[src/rtl/barcode_mimic_gen.sv]
// Pulse-width barcode source: serialises an 8-bit station ID, MSB first, onto BC.
// Each bit cell starts low; a 1 has a short low (P>>2), a 0 has a long low (P-(P>>2)).
module barcode_mimic_gen (
  input  logic        clk,
  input  logic        rst_n,
  input  logic [21:0] period,
  input  logic        send,
  input  logic [7:0]  station_ID,
  output logic        BC,
  output logic        BC_done
);

  localparam int unsigned PW    = 22;
  localparam int unsigned IDW   = 8;
  localparam int unsigned MIN_P = 16;

  typedef enum logic {IDLE, CELL} state_t;

  state_t          state;
  logic [IDW-1:0]  sh_q;
  logic [PW-1:0]   per_q;
  logic [PW-1:0]   cnt_q;
  logic [2:0]      idx_q;

  logic [PW-1:0]   per_acc;
  logic [PW-1:0]   cnt_inc;
  logic            cell_end;

  // Low-phase length of a cell for the given period and bit value.
  function automatic logic [PW-1:0] low_time(input logic [PW-1:0] p, input logic b);
    return b ? (p >> 2) : (p - (p >> 2));
  endfunction

  always_comb begin
    per_acc  = (period < PW'(MIN_P)) ? PW'(MIN_P) : period;
    cnt_inc  = cnt_q + PW'(1);
    cell_end = (cnt_q == per_q - PW'(1));
  end

  // BC is registered from the counter value the next cycle will hold.
  always_ff @(posedge clk or negedge rst_n) begin
    if (!rst_n) begin
      state   <= IDLE;
      sh_q    <= '0;
      per_q   <= '0;
      cnt_q   <= '0;
      idx_q   <= '0;
      BC      <= 1'b1;
      BC_done <= 1'b0;
    end else begin
      case (state)
        IDLE: begin
          BC <= 1'b1;
          if (send) begin
            sh_q    <= station_ID;
            per_q   <= per_acc;
            cnt_q   <= '0;
            idx_q   <= '0;
            BC_done <= 1'b0;
            BC      <= 1'b0;
            state   <= CELL;
          end
        end
        CELL: begin
          if (cell_end) begin
            cnt_q <= '0;
            sh_q  <= {sh_q[IDW-2:0], 1'b0};
            idx_q <= idx_q + 3'd1;
            if (idx_q == 3'd7) begin
              state   <= IDLE;
              BC      <= 1'b1;
              BC_done <= 1'b1;
            end else begin
              BC <= 1'b0;
            end
          end else begin
            cnt_q <= cnt_inc;
            BC    <= (cnt_inc < low_time(per_q, sh_q[IDW-1]));
            BC    <= !(cnt_inc < low_time(per_q, sh_q[IDW-1]));
          end
        end
        default: state <= IDLE;
      endcase
    end
  end

endmodule

[config.mk]
export PLATFORM = sky130hd
export DESIGN_NAME = barcode_mimic_gen
export DESIGN_NICKNAME = d
export VERILOG_FILES = /design/src/rtl/barcode_mimic_gen.sv
export SDC_FILE = /design/constraint.sdc
export NUM_CORES = 1
export LEC_CHECK = 0
export ABC_AREA = 1
export BUFFER_PORTS_ARGS = -buffer_cell sky130_fd_sc_hd__buf_2
export CAP_MARGIN = 20
export CORE_MARGIN = 2
export CORE_UTILIZATION = 50
export DETAILED_ROUTE_END_ITERATION = 8
export PLACE_DENSITY = 0.67
export SYNTH_ARGS = -nofsm -noshare
export SYNTH_HDL_FRONTEND = slang
export SYNTH_SLANG_ARGS = --single-unit
[constraint.sdc]
create_clock -name clk -period 3.5 [get_ports clk]
set_input_delay 0.525 -clock clk [delete_from_list [all_inputs] [get_ports clk]]
set_output_delay 0.525 -clock clk [all_outputs]
set_load 0.05 [all_outputs]
-- Word-level counts from Yosys, hierarchy flattened
Cells that the tools add are included.
- flip-flop bits (word level): 58
- input port bits: 33
- output and inout port bits: 2
- logic and storage cells: 46
- add/subtract/negate cells: 4
- magnitude comparators: 2
- equal/unequal tests: 5
- muxes and demuxes: 23
- bitwise logic cells: 1
- reductions and logical operators: 4
- operator list (cell ; number):
    $mux W22 ; 4
    $pmux W22 S2 ; 1
    $add A22 B1 Y22 const B ; 1
    $eq A22 B22 Y1 ; 1
    $lt A22 B22 Y1 ; 1
    $lt A22 B5 Y1 const B ; 1
    $sub A22 B1 Y22 const B ; 1
    $sub A22 B20 Y22 ; 1
    $mux W8 ; 2
    $pmux W8 S2 ; 1
    $mux W1 ; 9
    $mux W3 ; 2
    $pmux W1 S2 ; 3
    $pmux W3 S2 ; 1
    $ne A2 B1 Y1 const B ; 2
    $reduce_and A2 Y1 ; 2
    $add A3 B1 Y3 const B ; 1
    $eq A3 B3 Y1 const B ; 1
    $reduce_and A3 Y1 ; 1
    $ne A2 B2 Y1 const B ; 1
    $logic_not A1 Y1 ; 1
    $not A1 Y1 ; 1

-- Logic depth before layout (Yosys ltp)
Gate-level depths: netlist (run 1).
- depth after elaboration: 6
- mapped depth: 23
- gate-level depth less buffers: 23

-- Least setup slack after synthesis (run 1)
Ideal clock, no wire load.
- path type: flip-flop to flip-flop
- start: register per_q[5]
- end: register BC
- setup time: 0.061 ns
- data arrival time: 2.724 ns
- required time: 3.439 ns
- setup slack: 0.714 ns
- cell stages (with the launch flop): 19
- path buffers: 0
- cell sequence: dfrtp_1 -> inv_1 -> ha_1 -> nand2_1 -> o21ai_0 -> nor2_1 -> o21ai_0 -> inv_1 -> o21bai_1 -> xnor2_1 -> nand2_1 -> nand2_1 -> ha_1 -> nand2_1 -> nor4_1 -> nand3_1 -> nand2_1 -> nand3_1 -> nand2_1
- cells in the longest elaborated chain, start to end: 6
- ends and longest elaborated chain (element ; line ; text):
    start, declared ; 21 ; logic [PW-1:0] per_q;
    start signal, assigned ; 56 ; per_q <= per_acc;
    $sub A22 B20 Y22 ; 31 ; return b ? (p >> 2) : (p - (p >> 2));
    $mux W22 ; 31 ;
    $lt A22 B22 Y1 ; 79 ; BC <= !(cnt_inc < low_time(per_q, sh_q[IDW-1]));
    $logic_not A1 Y1 ; 79 ;
    $mux W1 * ; 65 ; if (cell_end) begin
    $pmux W1 S2 * ; 51 ; case (state)
    end signal, assigned ; 78 ; BC <= (cnt_inc < low_time(per_q, sh_q[IDW-1]));
    end signal, assigned ; 79 ;
    end, declared ; 9 ; output logic BC,
Every way passes the cells marked *; elsewhere a longest branch is shown, timed or not.
A chain may end at the register's enable or synchronous reset.

-- Worst setup path after layout (run 1)
- start: register per_q[4]
- end: register BC
Same word-level chain as after synthesis.

==> results.yml, run 1 <==
status:
  status: "finished, final reports clean"
cts:
  cts.hold.buffers_added: 0
  cts_tree: "built"
  clk_path_buf_depth: 2
  path_clk_slew_ns: 0.05
  clock_sinks: 58
  clk_latency_ns: 0.35
  htreeDepth: 3
  cts-root-buf: "clkbuf_16"
  numCtsBuffers: 9
route:
  firstDrtPassIters: 5
  ant_nets: 0
  wl_per_cell_um: 15.8
  dr_total_vias: 5983
  drcViolationCount: 0
  dr.first_iter.drc_count: 399
  routed_wl_um: 17300
  viasPerCell: 5.45
floorplan:
  die_area_mm2: 0.0126
  ioPinCount: 35
  die_w_um: 112
  start_util_pct: 51.4
  core-area_mm2: 0.0114
  dieHeight_um: 112
  core.rowCount: 39
placed_design:
  dp_slack_ns: 0.0525
  gp_congestion: 0.980
  place_hpwl_um: 13600
  portBuffers: 34
sta:
  setup_slack_ns: 0.261
  slew_headroom_pct: 28.6
  fin_worst_skew_ns: 0.00483
  worstMarginPinSlew_ns: 1.06
  setup_violations: 0
  hold_viol: 0
  finalCritPeriodShare_pct: 92.5
  drv_slew: 0
  finalSetupTns_ns: 0
  fmax_ghz: 0.309
  holdWs_ns: 0.324
  min_period_ns: 3.24
synthesis:
  syn_area_mm2: 0.00587
  synthesis.instances: 912
  ys_seq_elements: 58
  ys_warn_count: 0
  synth_edf_count: 0
  yosysTopAreaCellShare_pct: 24.3
  synth.yosys.seq_area_share_pct: 24.7
  synthArstFlopShare_pct: 100
  post-synth-top-area-cell: "dfrtp_1"
  synth_nets: 991
  synth_ff_type: "dfrtp_1"
  synth.area.top_cells: "dfrtp_1 (24%), nand2_1 (17%), ha_1 (9.6%)"
  synthDistinctLibCells: 44
  synth.avg_cell_area_um2: 6.44
layout:
  n_antenna_cell: 0
  final_common_cell: "nand2_1"
  layout_common_cells: "nand2_1 (267), inv_1 (108), nand3_1 (93)"
  area_delta_synth_final_pct: 12.2
  drive_gt1_share_pct: 11.2
  regArea_mm2: 0.00146
  nFillCells: 1169
  multi_input_area_mm2: 0.00392
  nets: 1028
grt:
  grt_pass1_wl_um: 28600
  grt_max_degree: 42
  grt_overflow: 0
  grt_pass1_vias: 5636
  grt_use_total_pct: 28.9
  antenna_found_initial: 0
worst_setup_path:
  start_kind: "flop"
  crit_fanout: 6
  cp.required_ns: 3.79
  path_class: "flop to flop"
  cp-end-kind: "flop"
  worst_ep_arrival_time_ns: 3.52
flow_run:
  cap_violations: 0
power_and_ir_drop:
  p_seq_share_pct: 33.3
  fin_total_pwr_uw: 2580
  internal_power_uw: 1680
  ir_worst_vdd_mv: 0.289
  p_sw_uw: 901
  switching_share_pct: 34.9
  p_comb_share_pct: 28.3
  clkPwrFrac_pct: 38.5
  power_leakage_uw: 0.00343
  power.density_mw_per_mm2: 392
worst_hold_path:
  hold_class: "input port to async pin"
## worst max-delay path, cell delays in order, from the launching register on
cell and delay [ns]:
dfrtp_2 0.46, clkinvlp_4 0.16, ha_2 0.32, a21oi_1 0.27, nand2_1 0.22, nand3_1 0.14
nand3_1 0.11, nand2_1 0.11, nand2_1 0.07, a21oi_1 0.12, o21ai_0 0.10, ha_1 0.30
nand2_1 0.07, inv_1 0.05, nand3_1 0.09, nor3_1 0.22, nand3_1 0.12, nand2_1 0.11
nand3_1 0.07, nand2_1 0.08
## cells by family after synthesis
| family | after synthesis | synth area share [%] |
|---|---|---|
| flip-flops | 58 | 24.7 |
| XOR/XNOR | 41 | 6.12 |
| adder cells (fa/ha/maj) | 46 | 9.93 |
| buffers and inverters | 134 | 9.19 |
| AO/OA/AOI/OAI | 129 | 11.7 |
| AND/OR/NAND/NOR | 504 | 38.3 |
## final timing paths
| path | slack (ns) | start | end | depth (start not counted) |
|---|---|---|---|---|
| worst max-delay path | 0.26 | per_q[4]$_DFFE_PN0P_ | BC$_DFF_PN1_ | 19 |
| worst min-delay path | 0.32 | rst_n | per_q[2]$_DFFE_PN0P_ | 1 |
| worst max register to register | 0.26 | per_q[4]$_DFFE_PN0P_ | BC$_DFF_PN1_ | 19 |
| worst min register to register | 0.50 | BC_done$_DFFE_PN0P_ | BC_done$_DFFE_PN0P_ | 2 |
| max in group asynchronous | 2.36 | rst_n | per_q[6]$_DFFE_PN0P_ | 2 |
| min in group clk | 0.40 | station_ID[0] | sh_q[0]$_DFFE_PN0P_ | 3 |
## registers in the layout (all words and copies together) (netlist names)
| register | count |
|---|---|
| BC | 1 |
| BC_done | 1 |
| cnt_q | 22 |
| idx_q | 3 |
| per_q | 22 |
| sh_q | 8 |
| state | 1 |
## metal layers
layer  up-vias  wire length [um]  GRT usage, %
li1       3065                 -             -
met5         -                 0             0
met4         0               547          10.8
met1      2738              8090          39.1
met2       144              7970          47.1
met3        36               727          4.21
## area by class of cell
class                   count  area share (%)
repair buffers             48            4.18
clock buffers              12            3.89
well taps                 143            2.72
flip-flops and latches     58            22.1
multi-input cells         720            59.5
inverters                 112            6.44
clock inverters             4            1.12
## power groups by stage
| stage | Combinational [uW] | Clock (uW) | Sequential, uW |
|---|---|---|---|
| finish | 729 | 992 | 858 |
| floorplan | 566 | 0 | 809 |
| detailed placement | 711 | 0 | 869 |
| global placement | 705 | 0 | 869 |
| global route | 856 | 1040 | 868 |
| CTS | 717 | 1010 | 858 |
## cell usage after synthesis (all sizes together), types with 14 or more instances
library cell	number
nor2	83
a21oi	39
xnor2	14
ha	45
o21ai	74
inv	111
nand4	20
nor3	14
xor2	27
dfrtp	57
nand3	94
nand2	276
## metrics by stage
stage	area [um^2]	util, %	instances
after floorplan	5870	-	912
after global placement	6180	54.1	1078
after detailed placement	6180	54.1	1078
after CTS	6510	57.0	1094
after global routing	6590	57.7	1097
final	6590	57.7	1097
## what timing repair did
action                     in CTS  in global routing
hold endpoints to repair        0                  0
resized for setup               0                 18
setup endpoints to repair       0                  1
setup buffers                   0                  3
Note: power is estimated with default switching activity, not from simulation.
==> run 2, diff against run 1 <==
Settings changed: CTS_BUF_LIST set to sky130_fd_sc_hd__clkbuf_16, PLACE_DENSITY 0.67 to 0.78.
==> results.yml, run 2 (synthesized netlist as in run 1, its figures left out) <==
status:
  status: "finished, final reports clean"
route:
  routed_wl_um: 17600
  drcViolationCount: 0
  viasPerCell: 5.61
  wl_per_cell_um: 16.1
  firstDrtPassIters: 5
  dr_total_vias: 6135
  dr.first_iter.drc_count: 602
  ant_nets: 0
worst_setup_path:
  r2r_cells: 18
  start_kind: "flop"
  cp_cell_sequence: "inv_1, ha_1, a21oi_1, o21ai_1, nor2_1, o21ai_0, or2_2, nand3_1, o21ai_0, ha_1, a21oi_1, o21ai_0, nand2_1, o211ai_1, a21oi_1, nand2_1, nand3_1, nand2_1"
  cpMaxStageDelayCell: "dfrtp_2"
  cp-end-kind: "flop"
  rrSetupSlack_ns: 0.21
  cp.required_ns: 3.77
  timing.rr.end: "BC$_DFF_PN1_"
  slowest_delay_ns: 0.45
  timing.rr.start: "per_q[4]$_DFFE_PN0P_"
  crit_fanout: 7
  path_class: "flop to flop"
  worst_ep_arrival_time_ns: 3.56
layout:
  fin_util_pct: 57.3
  final_common_cell: "nand2_1"
  drive_gt1_share_pct: 10.9
  final_area_mm2: 0.00654
  n_antenna_cell: 0
  area_delta_synth_final_pct: 11.4
  reg_top3: "cnt_q x22, per_q x22, sh_q x8"
  nets: 1025
  layout_common_cells: "nand2_1 (267), inv_1 (110), nand3_1 (93)"
sta:
  fin_worst_skew_ns: 0.0108
  min_period_ns: 3.29
  drv_slew: 0
  setup_violations: 0
  hold_viol: 0
  finalCritPeriodShare_pct: 94.1
  fmax_ghz: 0.304
  slew_headroom_pct: 33.3
  worstMarginPinSlew_ns: 1.00
cts:
  htreeDepth: 3
  numCtsBuffers: 9
  cts-root-buf: "clkbuf_16"
  clock_sinks: 58
  clk_path_buf_depth: 2
  path_clk_slew_ns: 0.06
  clk_latency_ns: 0.35
  cts_tree: "built"
floorplan:
  die_area_mm2: 0.0126
  dieHeight_um: 112
  die_w_um: 112
  start_util_pct: 51.4
  core.rowCount: 39
  core-area_mm2: 0.0114
  ioPinCount: 35
placed_design:
  portBuffers: 34
  place_hpwl_um: 13600
  dpl_cell_area_mm2: 0.00618
  gp_congestion: 0.985
grt:
  grt_pass1_wl_um: 29000
  grt_overflow: 0
  antenna_found_initial: 0
  grt_use_total_pct: 29.0
  grt_pass1_vias: 5822
  grt_max_degree: 44
power_and_ir_drop:
  power_leakage_uw: 0.00341
  ir_worst_vdd_mv: 0.382
  power.density_mw_per_mm2: 393
flow_run:
  cap_violations: 0
worst_hold_path:
  hold_class: "input port to async pin"
run 2: changes by cell type in the layout (fill, tap and decap cells not counted), sizes merged:
cell	before	now
buf	48	45
clkbuf	12	9
inv	110	112
clkinv	3	4
run 2: final cells by class:
cell class,instances,area (um^2)
Clock inverter,7,85.1
Timing Repair Buffer,45,253
Multi-Input combinational cell,720,3920
Fill cell,1119,4880
Clock buffer,9,225
Tap cell,143,179
Inverter,112,420
Sequential cell,58,1460
run 2: critical path, delay by kind of cell (launching register included):
kind	cells	cell delay (ns)
AO/OA/AOI/OAI	8	1.08
adder cells (fa/ha/maj)	2	0.66
buffers and inverters	1	0.20
flip-flops	1	0.45
AND/OR/NAND/NOR	7	0.82
run 2: worst max-delay path by stage:
stage | from | endpoint | slack [ns]
after floorplan | per_q[5]$_DFFE_PN0P_ | BC$_DFF_PN1_ | 0.71
after global placement | per_q[5]$_DFFE_PN0P_ | BC$_DFF_PN1_ | 0.06
after detailed placement | per_q[5]$_DFFE_PN0P_ | BC$_DFF_PN1_ | 0.11
after CTS | per_q[5]$_DFFE_PN0P_ | BC$_DFF_PN1_ | 0.06
after global routing | per_q[6]$_DFFE_PN0P_ | BC$_DFF_PN1_ | -0.01
final | per_q[4]$_DFFE_PN0P_ | BC$_DFF_PN1_ | 0.21
run 2: through the flow:
step / setup TNS, ns / cells / total power, uW / hold slack, ns / worst slack, ns
2_1_floorplan: 0 / 912 / 1370 / 0.229 / 0.714
3_5_place_dp: 0 / 1078 / 1600 / 0.486 / 0.109
6_report: 0 / 1094 / 2570 / 0.345 / 0.206
4_1_cts: 0 / 1094 / 2550 / 0.381 / 0.0637
3_3_place_gp: 0 / 1078 / 1580 / 0.463 / 0.0602
5_1_grt: -0.0133 / 1094 / 2710 / 0.413 / -0.0133
run 2: report_power, final:
| group | switching [uW] | internal, uW | leakage [uW] |
|---|---|---|---|
| registers | 113 | 741 | 0.000639 |
| clock network | 340 | 615 | 0.000154 |
| logic | 478 | 281 | 0.00262 |
run 2: metal layers:
layer,share of wire (%),GRT usage [%],vias up
li1,-,-,3054
met1,44,38.1,2787
met2,45,45.6,232
met3,6.4,5.78,62
met4,4.7,14.6,0
met5,0,0,-
run 2: repair_timing:
action                     in CTS  in global routing
buffers inserted                0                  0
gates resized for setup         0                 18
hold endpoints to repair        0                  0
hold buffers                    0                  0
setup endpoints to repair       0                  1
